$ cat src/rtl/alu_seq_pkg.sv
// Shared encodings for the sequential Hack ALU: operation modes and FSM states.
package alu_seq_pkg;

  localparam logic [1:0] MODE_ALU = 2'b00;
  localparam logic [1:0] MODE_MUL = 2'b01;
  localparam logic [1:0] MODE_SHL = 2'b10;
  localparam logic [1:0] MODE_SAR = 2'b11;

  typedef enum logic [1:0] {
    S_IDLE = 2'b00,
    S_BUSY = 2'b01,
    S_DONE = 2'b10
  } state_t;

endpackage

$ cat src/rtl/alu_seq_if.sv
// Request/response bundle between the decode stage (master) and alu_seq (slave).
interface alu_seq_if #(
  parameter int WIDTH = 16
) ();

  logic             in_valid;
  logic             in_ready;
  logic [WIDTH-1:0] x;
  logic [WIDTH-1:0] y;
  logic             zx;
  logic             nx;
  logic             zy;
  logic             ny;
  logic             f;
  logic             no;
  logic [1:0]       mode;
  logic             out_valid;
  logic             out_ready;
  logic [WIDTH-1:0] out;
  logic             zr;
  logic             ng;
  logic             carry;

  modport slave (
    input  in_valid, x, y, zx, nx, zy, ny, f, no, mode, out_ready,
    output in_ready, out_valid, out, zr, ng, carry
  );

  modport master (
    output in_valid, x, y, zx, nx, zy, ny, f, no, mode, out_ready,
    input  in_ready, out_valid, out, zr, ng, carry
  );

endinterface

$ cat src/rtl/alu_seq_core.sv
// Combinational Hack ALU at generic width. The preprocessed operands are
// exported so the iterative datapath works on the same xp/yp.
module alu_core #(
  parameter int WIDTH = 16
) (
  input  logic [WIDTH-1:0] i_x,
  input  logic [WIDTH-1:0] i_y,
  input  logic             i_zx,
  input  logic             i_nx,
  input  logic             i_zy,
  input  logic             i_ny,
  input  logic             i_f,
  input  logic             i_no,
  output logic [WIDTH-1:0] o_xp,
  output logic [WIDTH-1:0] o_yp,
  output logic [WIDTH-1:0] o_res,
  output logic             o_carry
);

  logic [WIDTH-1:0] w_xz;
  logic [WIDTH-1:0] w_yz;
  logic [WIDTH:0]   w_sum;
  logic [WIDTH-1:0] w_r;

  assign w_xz  = i_zx ? {WIDTH{1'b0}} : i_x;
  assign o_xp  = i_nx ? ~w_xz : w_xz;
  assign w_yz  = i_zy ? {WIDTH{1'b0}} : i_y;
  assign o_yp  = i_ny ? ~w_yz : w_yz;

  // Carry is taken from the raw sum, before the optional output inversion.
  assign w_sum   = {1'b0, o_xp} + {1'b0, o_yp};
  assign w_r     = i_f ? w_sum[WIDTH-1:0] : (o_xp & o_yp);
  assign o_res   = i_no ? ~w_r : w_r;
  assign o_carry = i_f & w_sum[WIDTH];

endmodule

$ cat src/rtl/alu_seq.sv
// Handshaked Hack ALU with iterative multiply and bit-serial shifts.
// Result and flags are registered and held until the consumer takes them.
module alu_seq
  import alu_seq_pkg::*;
#(
  parameter int WIDTH = 16,
  parameter int SHW   = $clog2(WIDTH)
) (
  input logic       clock,
  input logic       reset_n,
  alu_seq_if.slave  bus
);

  localparam logic [SHW:0] CNT_MUL = (SHW+1)'(WIDTH);
  localparam logic [SHW:0] CNT_ONE = (SHW+1)'(1);

  state_t           r_state;
  state_t           w_state_nxt;
  logic [WIDTH-1:0] r_acc;
  logic [WIDTH-1:0] r_opa;
  logic [WIDTH-1:0] r_opb;
  logic [SHW:0]     r_cnt;
  logic [1:0]       r_mode;
  logic [WIDTH-1:0] r_out;
  logic             r_zr;
  logic             r_ng;
  logic             r_carry;

  logic [WIDTH-1:0] w_xp;
  logic [WIDTH-1:0] w_yp;
  logic [WIDTH-1:0] w_res;
  logic             w_core_carry;
  logic             w_accept;
  logic [SHW-1:0]   w_shamt;
  logic             w_direct;
  logic [WIDTH-1:0] w_acc_step;
  logic [WIDTH-1:0] w_shl;
  logic [WIDTH-1:0] w_sar;
  logic             w_load_out;
  logic [WIDTH-1:0] w_out_val;
  logic             w_carry_val;

  alu_core #(.WIDTH(WIDTH)) u_core (
    .i_x     (bus.x),
    .i_y     (bus.y),
    .i_zx    (bus.zx),
    .i_nx    (bus.nx),
    .i_zy    (bus.zy),
    .i_ny    (bus.ny),
    .i_f     (bus.f),
    .i_no    (bus.no),
    .o_xp    (w_xp),
    .o_yp    (w_yp),
    .o_res   (w_res),
    .o_carry (w_core_carry)
  );

  // in_ready stays low while reset is asserted, then follows the IDLE state.
  assign bus.in_ready  = reset_n & (r_state == S_IDLE);
  assign bus.out_valid = (r_state == S_DONE);
  assign bus.out       = r_out;
  assign bus.zr        = r_zr;
  assign bus.ng        = r_ng;
  assign bus.carry     = r_carry;

  assign w_accept = bus.in_valid & bus.in_ready;
  assign w_shamt  = w_yp[SHW-1:0];
  // ALU ops and zero-length shifts finish in the accept cycle.
  assign w_direct = (bus.mode == MODE_ALU) ||
                    (bus.mode[1] && (w_shamt == {SHW{1'b0}}));

  assign w_acc_step = r_opb[0] ? (r_acc + r_opa) : r_acc;
  assign w_shl      = {r_opa[WIDTH-2:0], 1'b0};
  assign w_sar      = {r_opa[WIDTH-1], r_opa[WIDTH-1:1]};

  // State register.
  always_ff @(posedge clock or negedge reset_n) begin
    if (!reset_n) begin
      r_state <= S_IDLE;
    end else begin
      r_state <= w_state_nxt;
    end
  end

  // Next-state logic.
  always_comb begin
    w_state_nxt = r_state;
    case (r_state)
      S_IDLE: begin
        if (w_accept) begin
          w_state_nxt = w_direct ? S_DONE : S_BUSY;
        end else begin
          w_state_nxt = S_IDLE;
        end
      end
      S_BUSY: begin
        if (r_cnt == CNT_ONE) begin
          w_state_nxt = S_DONE;
        end else begin
          w_state_nxt = S_BUSY;
        end
      end
      S_DONE: begin
        if (bus.out_ready) begin
          w_state_nxt = S_IDLE;
        end else begin
          w_state_nxt = S_DONE;
        end
      end
      default: w_state_nxt = S_IDLE;
    endcase
  end

  // Selects when and what to write into the result/flag registers.
  always_comb begin
    w_load_out  = 1'b0;
    w_out_val   = r_out;
    w_carry_val = 1'b0;
    case (r_state)
      S_IDLE: begin
        if (w_accept && (bus.mode == MODE_ALU)) begin
          w_load_out  = 1'b1;
          w_out_val   = w_res;
          w_carry_val = w_core_carry;
        end else if (w_accept && w_direct) begin
          w_load_out  = 1'b1;
          w_out_val   = w_xp;
        end else begin
          w_load_out  = 1'b0;
        end
      end
      S_BUSY: begin
        if (r_cnt == CNT_ONE) begin
          w_load_out = 1'b1;
          if (r_mode == MODE_MUL) begin
            w_out_val = w_acc_step;
          end else if (r_mode == MODE_SAR) begin
            w_out_val = w_sar;
          end else begin
            w_out_val = w_shl;
          end
        end else begin
          w_load_out = 1'b0;
        end
      end
      default: w_load_out = 1'b0;
    endcase
  end

  // Result/flag registers plus the iterative multiply/shift datapath.
  always_ff @(posedge clock or negedge reset_n) begin
    if (!reset_n) begin
      r_out   <= {WIDTH{1'b0}};
      r_zr    <= 1'b0;
      r_ng    <= 1'b0;
      r_carry <= 1'b0;
      r_acc   <= {WIDTH{1'b0}};
      r_opa   <= {WIDTH{1'b0}};
      r_opb   <= {WIDTH{1'b0}};
      r_cnt   <= {(SHW+1){1'b0}};
      r_mode  <= MODE_ALU;
    end else begin
      if (w_load_out) begin
        r_out   <= w_out_val;
        r_zr    <= (w_out_val == {WIDTH{1'b0}});
        r_ng    <= w_out_val[WIDTH-1];
        r_carry <= w_carry_val;
      end
      if ((r_state == S_IDLE) && w_accept) begin
        r_acc  <= {WIDTH{1'b0}};
        r_opa  <= w_xp;
        r_opb  <= w_yp;
        r_cnt  <= (bus.mode == MODE_MUL) ? CNT_MUL : {1'b0, w_shamt};
        r_mode <= bus.mode;
      end else if (r_state == S_BUSY) begin
        // The multiplicand shifts left exactly like an SHL operand.
        r_acc <= w_acc_step;
        r_opa <= (r_mode == MODE_SAR) ? w_sar : w_shl;
        r_opb <= {1'b0, r_opb[WIDTH-1:1]};
        r_cnt <= r_cnt - CNT_ONE;
      end
    end
  end

endmodule

$ cat src/flat_wrapper.sv
// flat-port wrapper written by rule: the top's interface ports become plain ports
module alu_seq_flat import alu_seq_pkg::*;
#(
  parameter int WIDTH = 16,
  parameter int SHW   = $clog2(WIDTH)
)
  (clock, reset_n, bus_in_valid, bus_x, bus_y, bus_zx, bus_nx, bus_zy, bus_ny, bus_f, bus_no, bus_mode, bus_out_ready, bus_in_ready, bus_out_valid, bus_out, bus_zr, bus_ng, bus_carry);
  alu_seq_if #(.WIDTH(WIDTH)) bus_i ();
  input logic clock;
  input logic reset_n;
  input wire logic [$bits(bus_i.in_valid)-1:0] bus_in_valid;
  input wire logic [$bits(bus_i.x)-1:0] bus_x;
  input wire logic [$bits(bus_i.y)-1:0] bus_y;
  input wire logic [$bits(bus_i.zx)-1:0] bus_zx;
  input wire logic [$bits(bus_i.nx)-1:0] bus_nx;
  input wire logic [$bits(bus_i.zy)-1:0] bus_zy;
  input wire logic [$bits(bus_i.ny)-1:0] bus_ny;
  input wire logic [$bits(bus_i.f)-1:0] bus_f;
  input wire logic [$bits(bus_i.no)-1:0] bus_no;
  input wire logic [$bits(bus_i.mode)-1:0] bus_mode;
  input wire logic [$bits(bus_i.out_ready)-1:0] bus_out_ready;
  output wire logic [$bits(bus_i.in_ready)-1:0] bus_in_ready;
  output wire logic [$bits(bus_i.out_valid)-1:0] bus_out_valid;
  output wire logic [$bits(bus_i.out)-1:0] bus_out;
  output wire logic [$bits(bus_i.zr)-1:0] bus_zr;
  output wire logic [$bits(bus_i.ng)-1:0] bus_ng;
  output wire logic [$bits(bus_i.carry)-1:0] bus_carry;
  assign bus_i.in_valid = bus_in_valid;
  assign bus_i.x = bus_x;
  assign bus_i.y = bus_y;
  assign bus_i.zx = bus_zx;
  assign bus_i.nx = bus_nx;
  assign bus_i.zy = bus_zy;
  assign bus_i.ny = bus_ny;
  assign bus_i.f = bus_f;
  assign bus_i.no = bus_no;
  assign bus_i.mode = bus_mode;
  assign bus_i.out_ready = bus_out_ready;
  assign bus_in_ready = bus_i.in_ready;
  assign bus_out_valid = bus_i.out_valid;
  assign bus_out = bus_i.out;
  assign bus_zr = bus_i.zr;
  assign bus_ng = bus_i.ng;
  assign bus_carry = bus_i.carry;
  alu_seq #(.WIDTH(WIDTH), .SHW(SHW)) u_core (.clock(clock), .reset_n(reset_n), .bus(bus_i));
endmodule
$ cat config.mk
export PLATFORM = sky130hd
export DESIGN_NAME = alu_seq_flat
export DESIGN_NICKNAME = d
export VERILOG_FILES = /design/src/rtl/alu_seq_pkg.sv /design/src/rtl/alu_seq_if.sv /design/src/rtl/alu_seq_core.sv /design/src/rtl/alu_seq.sv /design/src/flat_wrapper.sv
export SDC_FILE = /design/constraint.sdc
export NUM_CORES = 1
export LEC_CHECK = 0
export ABC_AREA = 1
export CAP_MARGIN = 20
export CORE_AREA = 8 8 125 127
export CTS_CLUSTER_SIZE = 12
export DETAILED_ROUTE_END_ITERATION = 10
export DIE_AREA = 0 0 133 135
export PLACE_DENSITY_LB_ADDON = 0.3
export SYNTH_ARGS = -nofsm -noshare
export SYNTH_HDL_FRONTEND = slang
export SYNTH_SLANG_ARGS = --single-unit
export TNS_END_PERCENT = 5
$ cat constraint.sdc
create_clock -name clock -period 2.94 [get_ports clock]
set_input_delay 0.588 -clock clock [delete_from_list [all_inputs] [get_ports clock]]
set_output_delay 0.588 -clock clock [all_outputs]
set_load 0.005 [all_outputs]
======== After elaboration in Yosys (flattened, before gate mapping) ========
Cells that the tools add are included.
cells by class
  equal/unequal tests ..................... 6
  mux-type cells .......................... 33
  reductions and logical operators ........ 10
  bitwise logic cells ..................... 7
  add/sub/neg operators ................... 3
operator list
  kind                   number
  $mux W16               18
  $not A16 Y16           3
  $pmux W16 S2           1
  $add A16 B16 Y17       1
  $add A16 B16 Y16       1
  $and A16 B16 Y16       1
  $logic_not A16 Y1      1
  $mux W5                3
  $mux W2                4
  $eq A2 B1 Y1 const B   3
  $pmux W2 S3            1
  $eq A5 B1 Y1 const B   1
  $mux W1                5
  $sub A5 B1 Y5 const B  1
  $eq A2 B2 Y1 const B   2
  $logic_and A1 B1 Y1    4
  $logic_not A2 Y1       2
  $logic_not A4 Y1       1
  $and A1 B1 Y1          3
  $pmux W1 S2            1
  $reduce_bool A2 Y1     1
  $logic_or A1 B1 Y1     1
storage, ports and cells
  register bits after elaboration ......... 76
  output and inout port bits .............. 21
  input port bits ......................... 44

======== Longest topological paths before layout ========
Gate-level depths: netlist of the first run.
  word-level depth ........................ 11
  gate-level depth with buffers ........... 27

======== By module ========
From an unflattened synthesis of the first run, not the netlist that was laid out.
second synthesis, totals
  cells, all modules ...................... 1223
  area total of the unflattened synthesis .. 7636.1 um^2
modules (own cells, without submodules)
  module    cells an instance  instances  area an instance (um^2)
  alu_seq   808                1          5326.4
  alu_core  415                1          2309.7

======== Worst setup path after synthesis of the first run ========
OpenSTA, ideal clock, no wires.
  kind .................................... input to register
  start point ............................. in bus_zx
  end point ............................... reg u_core.r_zr, in the netlist u_core.bus.zr
  arrival time ............................ 3.029 ns
  buffers on the path ..................... 2
  stages on the path ...................... 26
  slack ................................... -0.154 ns
  cell sequence ........................... inv_2 -> buf_6 -> buf_2 -> nand2_1 -> xor2_1 -> inv_1 -> ha_1 -> inv_1 -> fa_1 -> nor2_1 -> nand3_2 -> nand2_2 -> nand2_1 -> nand2_2 -> nand2_4 -> nand2_1 -> nand2_1 -> nand3_1 -> nand3_1 -> nand2_1 -> nand2_1 -> nand3_1 -> nand3_1 -> nor2_1 -> nand4_1 -> nand2_1
between the ends
  word-level cells in the longest chain between the ends .. 10
  elaborated cells between the ends (all ways) .. 12
  classes of those cells .................. add/sub: 1; mux: 7; bitwise: 3; reduce/logical: 1
ends and longest elaborated chain
  what                                                         line                                    source
  start: declaration                                           flat_wrapper.sv:14                      input wire logic [$bits(bus_i.zx)-1:0] bus_zx;
  $mux W16 *                                                   alu_seq_core.sv:25                      assign w_xz = i_zx ? {WIDTH{1'b0}} : i_x;
  $not A16 Y16                                                 alu_seq_core.sv:26                      assign o_xp = i_nx ? ~w_xz : w_xz;
  $mux W16 *                                                   alu_seq_core.sv:26
  $add A16 B16 Y17 / $and A16 B16 Y16 (equally long branches)  alu_seq_core.sv:31, alu_seq_core.sv:32
  $mux W16                                                     alu_seq_core.sv:32                      assign w_r = i_f ? w_sum[WIDTH-1:0] : (o_xp & o_yp);
  $not A16 Y16                                                 alu_seq_core.sv:33                      assign o_res = i_no ? ~w_r : w_r;
  $mux W16                                                     alu_seq_core.sv:33
  $mux W16 *                                                   alu_seq.sv:121                          if (w_accept && (bus.mode == MODE_ALU)) begin
  $pmux W16 S2 *                                               alu_seq.sv:119                          case (r_state)
  $logic_not A16 Y1 *                                          alu_seq.sv:165                          r_zr <= (w_out_val == {WIDTH{1'b0}});
  end signal: assignment                                       alu_seq.sv:165
  end: declaration                                             alu_seq.sv:25                           logic r_zr;
Mark *: on every way between the ends. The rest lies on a longest branch, timed or not.
A chain may end at the register's enable or synchronous reset.

======== Worst setup path after layout of the first run ========
  start point ............................. in bus_y[0]
  end point ............................... reg u_core.r_zr, in the netlist u_core.bus.zr
between the ends
  word-level cells in the longest chain between the ends .. 11
  elaborated cells between the ends (all ways) .. 19
  classes of those cells .................. add/sub: 1; mux: 10; bitwise: 3; reduce/logical: 5
ends and longest elaborated chain
  what                                                                      line                source
  start: declaration                                                        flat_wrapper.sv:13  input wire logic [$bits(bus_i.y)-1:0] bus_y;
  $mux W16 *                                                                alu_seq_core.sv:27  assign w_yz = i_zy ? {WIDTH{1'b0}} : i_y;
  $not A16 Y16                                                              alu_seq_core.sv:28  assign o_yp = i_ny ? ~w_yz : w_yz;
  $mux W16 *                                                                alu_seq_core.sv:28
  parallel branches: the longest is 8 deep, another holds $add A16 B16 Y17  n/a
Mark *: on every way between the ends.

==> results of run 1 <==
state kept, by name (all words and copies together), names as in the netlist:
signal / flops
u_core.bus.out: 16
u_core.r_acc: 16
u_core.r_opa: 16
u_core.r_opb: 16
u_core.r_cnt: 5
u_core.r_mode: 2
u_core.r_state: 2
u_core.bus.carry: 1
u_core.bus.zr: 1
power groups by stage:
stage	Sequential (mW)	Clock, mW	Combinational [mW]
finish	1.89	1.24	4.86
global route	1.94	1.29	5.43
CTS	1.87	1.24	4.63
detailed placement	1.88	0	4.53
global placement	1.87	0	4.44
floorplan	1.76	0	3.16
repair_timing:
| item | CTS | global route |
|---|---|---|
| gates cloned | 0 | 1 |
| endpoints found under the setup margin | 7 | 7 |
| pin swaps | 18 | 47 |
| buffers inserted | 8 | 4 |
| gates resized for setup | 31 | 91 |
layer usage:
metal	routed length, µm	GRT usage (%)
met4	715	10.5
met2	11100	42.4
met3	1560	2.60
met1	9740	32.9
met5	0	0
area by class of cell:
cell class                 instances  area [µm²]
tap                              180         225
timing repair inverter             1        7.51
timing repair buffer             190        1640
clock buffer                      13         270
fill                            1073        3900
clock inverter                     3        68.8
inverter                         147         573
multi-input combinational        859        5040
sequential                        75        1880
per-stage QoR:
stage | worst slack [ns] | std cells
6_report | 0.129 | 1468
5_1_grt | -0.0365 | 1468
4_1_cts | 0.0180 | 1464
3_5_place_dp | -0.670 | 1440
3_3_place_gp | -0.588 | 1440
2_1_floorplan | 0.0269 | 1126
worst reg2reg max path, stage by stage, from the launching register on:
cell,delay [ns]
dfrtp_1,0.39
ha_2,0.22
fa_2,0.42
nand4_1,0.11
o211ai_1,0.12
buf_4,0.17
xor2_1,0.14
mux2i_1,0.18
nand2_1,0.10
a22oi_1,0.17
o21ai_1,0.11
nor2_1,0.13
nand3_1,0.10
nor2_2,0.11
nand4_1,0.10
nand2_1,0.06
path summary, 6_finish.rpt:
check	start	end	slack, ns	cells past startpoint
min in group clock	u_core.r_opb[6]	u_core.r_opb[6]	0.49	2
min reg2reg	u_core.r_opb[6]	u_core.r_opb[6]	0.49	2
max in group asynchronous	reset_n	u_core.bus.out[8]	1.79	2
min	reset_n	u_core.r_opb[8]	0.49	2
max reg2reg	u_core.r_opa[0]	u_core.bus.zr	0.27	15
max	bus_y[0]	u_core.bus.zr	0.13	21
cells by family (layout without fill, tap and decap cells):
logic type / Yosys count / in the layout / share of synthesized area [%]
AOI/OAI and AO/OA: 201 / 201 / 16.1
xor gates and xnor gates: 35 / 35 / 4.17
adders and majority gates: 31 / 31 / 5.49
buffers and inverters: 192 / 354 / 11.4
DFF: 75 / 75 / 25.6
muxes: 1 / 1 / 0.136
and+or+nand+nor: 591 / 591 / 37.2
cell usage in the layout, fill, tap and decap left out, types with 21 or more instances in the layout:
| cell type | Yosys | final |
|---|---|---|
| nand2_2 | 23 | 31 |
| nand3_1 | 95 | 88 |
| buf_4 | 8 | 119 |
| dfrtp_1 | 75 | 75 |
| o21ai_0 | 89 | 87 |
| nand2_1 | 320 | 307 |
| nor2_1 | 87 | 77 |
| clkdlybuf4s50_1 | 0 | 52 |
| xor2_1 | 30 | 21 |
| inv_1 | 128 | 120 |
| a21oi_1 | 40 | 35 |
==> out/metrics.csv, run 1 <==
metric,value,unit
outcome,"finished, final reports clean",
drt wl/cell,15.7,µm
slew of the pin with the lowest slew margin,0.984,ns
slowest CP cell,fa_2,
Post-synth ARST share,100,%
Yosys top cell area share,25.6,%
Clk pwr share,15.6,%
die width,133,µm
Post-synth EDFFs,0,
hold_buf cts,0,
Final GP Congestion,0.929,
Hold Path Class,primary input to asynchronous set/reset pin,
first-pass GRT wire length,37.6,mm
Routed WL,23.1,mm
drt pass-1 iters,5,
layout cells sized above 1,24.1,%
Seq pwr share,23.6,%
Gate Count Post-Synth,1126,
starting density of the core,53.9,%
vias,8062,
CTS sink count,75,
commonest register cell after synthesis,dfrtp_1,
Leak Pwr,4.91,nW
Ys Warns,0,
Final Slew Violations,0,
initial antenna violation count,0,
I/O pin count,65,
most frequent cells after synthesis,"nand2_1, inv_1, nand3_1, o21ai_0, nor2_1",
Core ar.,13600,µm²
Post-DP HPWL,17.5,mm
critical path data arrival time,3.09,ns
Worst-Skew Late Latency,0.34,ns
Crit Path Class,primary input to register,
internal power,4.29,mW
Fin. Hold Viols,0,
min Tclk post-route,2.81,ns
critical path's top delay family,simple AND/OR/NAND/NOR gates,
Netlist Area Pre-Place,7340,µm²
CTS Root Cell,clkbuf_16,
CP Cell Sequence,"dlygate4sd2_1, nand2_1, nand2_1, nand2_2, ha_4, inv_2, fa_2, nor2_4, nor2_2, a22oi_2, or2_4, nand3_2, nand3_2, nand3b_1, nor2_1, nand3_1, nor2_1, nand3_1, nor2_2, nand4_1, nand2_1",
WP buf/inv,2,
Max-Cap Viols,0,
Layout Utilization,71.3,%
unrepaired setup endpoints after global routing,true,
DRC errors left,0,
I/O Buffers,64,
CP startpoint kind,primary input,
largest net degree at the start of global routing,76,
#FFs+latches synth,75,
final setup fails,0,
dpl cell area,8860,µm²
Mapped Nets,1201,
Crit. End Element,register,
grt total ovfl,0,
via/cell ratio,5.49,
sw frac,46.3,%
Ant. Diodes,0,
die area,18000,µm²
Max VDD drop,0.000505,V
sequential share of the synthesized area,25.6,%
Comb pwr share,60.8,%
CTS tree,built,
CTS Buffer Depth,2,
Total Power,7.99,mW
Synth area leader,dfrtp_1,
post-route cell area,9710,µm²
CP max FO,2,
Num CTS Buffers,9,
Min Hold Slack,0.487,ns
area delta synth->final,32.2,%
Slew Limit Headroom,34.4,%
final net count,1358,
CP dominant cell by count,nand2_1,
initial DRC count,675,
num rows,43,
skew final,0.00543,ns
Switch Pwr,3.70,mW
maximum clock rate,0.356,GHz
number of global-route vias before repair,7690,
Total Routing Usage GR,25.4,%
"CTS clk-pin slew, worst paths",0.06,ns
"count leader, synth",nand2_1,
pwr/cell area,823,nW/µm²
Syn Area/Cell,6.52,µm²
setup TNS,0,ns
CP peak stage delay,0.36,ns
Die Y,135,µm
"top cells by area, synth","dfrtp_1, nand2_1, inv_1",
Post-DRT Antenna Nets,0,
htree depth,3,
required time of the critical path,3.22,ns
Final Cycle Share,95.6,%
Yosys cell types,46,
No activity file was read; power rests on OpenSTA's default activity.
==> inputs of run 2 (changes only) <==
--- a/config.mk
+++ b/config.mk
@@ -11,6 +11,8 @@
 export CTS_CLUSTER_SIZE = 12
 export DETAILED_ROUTE_END_ITERATION = 10
 export DIE_AREA = 0 0 133 135
+export GPL_ROUTABILITY_DRIVEN = 0
+export GPL_TIMING_DRIVEN = 0
 export PLACE_DENSITY_LB_ADDON = 0.3
 export SYNTH_ARGS = -nofsm -noshare
 export SYNTH_HDL_FRONTEND = slang
==> run 2 against run 1 <==
Final cell count down 2.8%. Worst hold slack got worse by 0.32 ns. Sequential share of layout area rose by 0.64 points. Sequential power about the same. Worst setup slack worse by 0.086 ns. Routed wire length increased by 10%. Utilization down 2.3 points. Sequential cell count is the same. Total power is 1.4% lower. Clock power fell by 16%. Register-to-register slack lost 0.06 ns. Global-route usage is 0.78 points higher. Critical endpoint unchanged.
==> out/metrics.csv, run 2 (synthesized netlist as in run 1, its figures left out) <==
metric,value,unit,change
required time of the critical path,3.22,ns,about the same
maximum clock rate,0.345,GHz,was 0.356 GHz
register area,1880,µm²,unchanged
Ant. Diodes,0,,unchanged
I/O pin count,65,,unchanged
CTS Root Cell,clkbuf_16,,unchanged
Fin. Hold Viols,0,,unchanged
Slew Limit Headroom,49.8,%,was 34.4%
Final Cycle Share,98.5,%,was 95.6%
Post-DRT Antenna Nets,0,,unchanged
grt met1 use,31.1,%,was 32.9%
CP startpoint kind,primary input,,unchanged
Final Slew Violations,0,,unchanged
met3 global-route usage,3.57,%,was 2.60%
GRT busiest layer,met2,,unchanged
Num CTS Buffers,9,,unchanged
Crit. End Element,register,,unchanged
placed cell count,1367,,was 1440
I/O Buffers,60,,was 64
initial DRC count,833,,was 675
starting density of the core,53.9,%,unchanged
min Tclk post-route,2.90,ns,was 2.81 ns
# fillers,1099,,was 1073
Die Y,135,µm,unchanged
"commonest non-fill, non-tap cell in the layout",nand2_1,,unchanged
met2 GRT Util,44.6,%,was 42.4%
die width,133,µm,unchanged
vias,8309,,was 8062
layout cells sized above 1,21.5,%,was 24.1%
htree depth,3,,unchanged
Crit. Startpoint,bus_x[3],,was bus_y[0]
worst flop-to-flop path startpoint,u_core.r_opa[0],,unchanged
final setup fails,0,,unchanged
FF-to-FF setup slack,0.21,ns,was 0.27 ns
Post-DP HPWL,17.9,mm,was 17.5 mm
Crit Path Class,primary input to register,,unchanged
Max-Cap Viols,0,,unchanged
Max VDD drop,0.000436,V,was 0.000505 V
via/cell ratio,5.82,,was 5.49
Hold Path Class,primary input to asynchronous set/reset pin,,unchanged
"commonest cells after routing, fill and taps aside","nand2_1, inv_1, o21ai_0, nand3_1, nor2_1",,"was nand2_1, inv_1, buf_4, nand3_1, o21ai_0"
drt pass-1 iters,7,,was 5
slew of the pin with the lowest slew margin,0.752,ns,was 0.984 ns
critical path data arrival time,3.18,ns,was 3.09 ns
Total Routing Usage GR,26.2,%,was 25.4%
num rows,43,,unchanged
final net count,1317,,was 1358
CP max FO,3,,was 2
area delta synth->final,27.9,%,was 32.2%
drt wl/cell,17.9,µm,was 15.7 µm
Leak Pwr,4.68,nW,was 4.91 nW
"crit path setup slack, layout",0.0428,ns,was 0.129 ns
grt total ovfl,0,,unchanged
initial antenna violation count,0,,unchanged
die area,18000,µm²,unchanged
first-pass GRT wire length,37.8,mm,was 37.6 mm
CTS Buffer Depth,2,,unchanged
Routed WL,25.5,mm,was 23.1 mm
skew final,0.00748,ns,was 0.00543 ns
number of global-route vias before repair,7573,,was 7690
Multi-input gate area,5180,µm²,was 5040 µm²
Worst-Skew Late Latency,0.34,ns,about the same
CTS sink count,75,,unchanged
outcome,"finished, final reports clean",,unchanged
setup TNS,0,ns,unchanged
pwr/cell area,838,nW/µm²,was 823 nW/µm²
"CTS clk-pin slew, worst paths",0.06,ns,about the same
CTS tree,built,,unchanged
DRC errors left,0,,unchanged
Layout Utilization,69.0,%,was 71.3%
post-route insts no fill,1427,,was 1468
Setup Slack @ Placement,-1.02,ns,was -0.670 ns
largest net degree at the start of global routing,50,,was 76
Core ar.,13600,µm²,unchanged
-- run 2: cell types whose count changed in the layout (fill, tap and decap cells not counted), moves of 3 or more --
cell,change
nand2_4,+7
buf_4,-70
buf_1,+3
clkbuf_1,+19
buf_2,+8
a21oi_1,-3
dlymetal6s2s_1,+4
buf_6,+6
nand2_1,-7
inv_1,-3
clkdlybuf4s50_1,-4
nand3_1,-5
nand3_2,+4
-- run 2: power breakdown --
| group | switching [mW] | internal [mW] | leakage, nW |
|---|---|---|---|
| clock | 0.428 | 0.616 | 0.137 |
| combinational | 3.08 | 1.86 | 3.60 |
| sequential | 0.389 | 1.50 | 0.946 |
-- run 2: timing repair --
| item | in CTS | in global routing |
|---|---|---|
| pin swaps | 23 | 49 |
| endpoints found under the setup margin | 15 | 8 |
| resized for setup | 38 | 111 |
| hold buffers | 0 | 0 |
| cloned | 0 | 0 |
| buffers inserted | 23 | 23 |
-- run 2: worst paths after layout --
kind / cells past startpoint / end
worst max-delay path: 19 / u_core.bus.zr
worst min-delay path: 1 / u_core.r_opb[5]
worst min register to register: 2 / u_core.bus.zr
min in group clock: 2 / u_core.bus.zr
max in group asynchronous: 2 / u_core.r_acc[8]
worst max register to register: 15 / u_core.bus.zr
-- run 2: cell type report --
class	count	share of cell area, %
Clock buffer	14	2.81
Buffer	43	2.90
Clock inverter	2	0.107
Tap cell	180	2.40
Multi-Input combinational cell	859	55.1
Inverter	147	6.13
Sequential cell	75	20.0
Timing Repair Buffer	107	10.6
-- run 2: routing by layer --
| metal | wire, µm | part of all wire, % |
|---|---|---|
| met5 | 0 | 0 |
| met1 | 9810 | 38 |
| met4 | 1610 | 6.3 |
| met2 | 12100 | 48 |
| met3 | 1970 | 7.7 |
-- run 2: per-stage QoR --
stage	cell area (µm²)	power [mW]	hold slack, ns
final	9400	7.88	0.168
after global placement	8190	6.15	0.463
after CTS	8810	7.40	0.177
after detailed placement	8220	6.26	0.470
after global routing	9400	8.49	0.182
after floorplan	7360	4.93	0.292
-- run 2: critical path: stages --
cell and delay (ns):
clkdlybuf4s50_1 0.47, nand3_1 0.09, nand2_2 0.14, inv_2 0.08, ha_4 0.29, o21bai_1 0.14
nand2_1 0.11, o21ai_1 0.16, or2_2 0.13, nand3_1 0.09, nand3_1 0.12, nand2_1 0.07
nor2_1 0.10, nand3_1 0.09, nor2_1 0.12, nand3_1 0.09, nor2_2 0.11, nand4_1 0.10
nand2_1 0.06
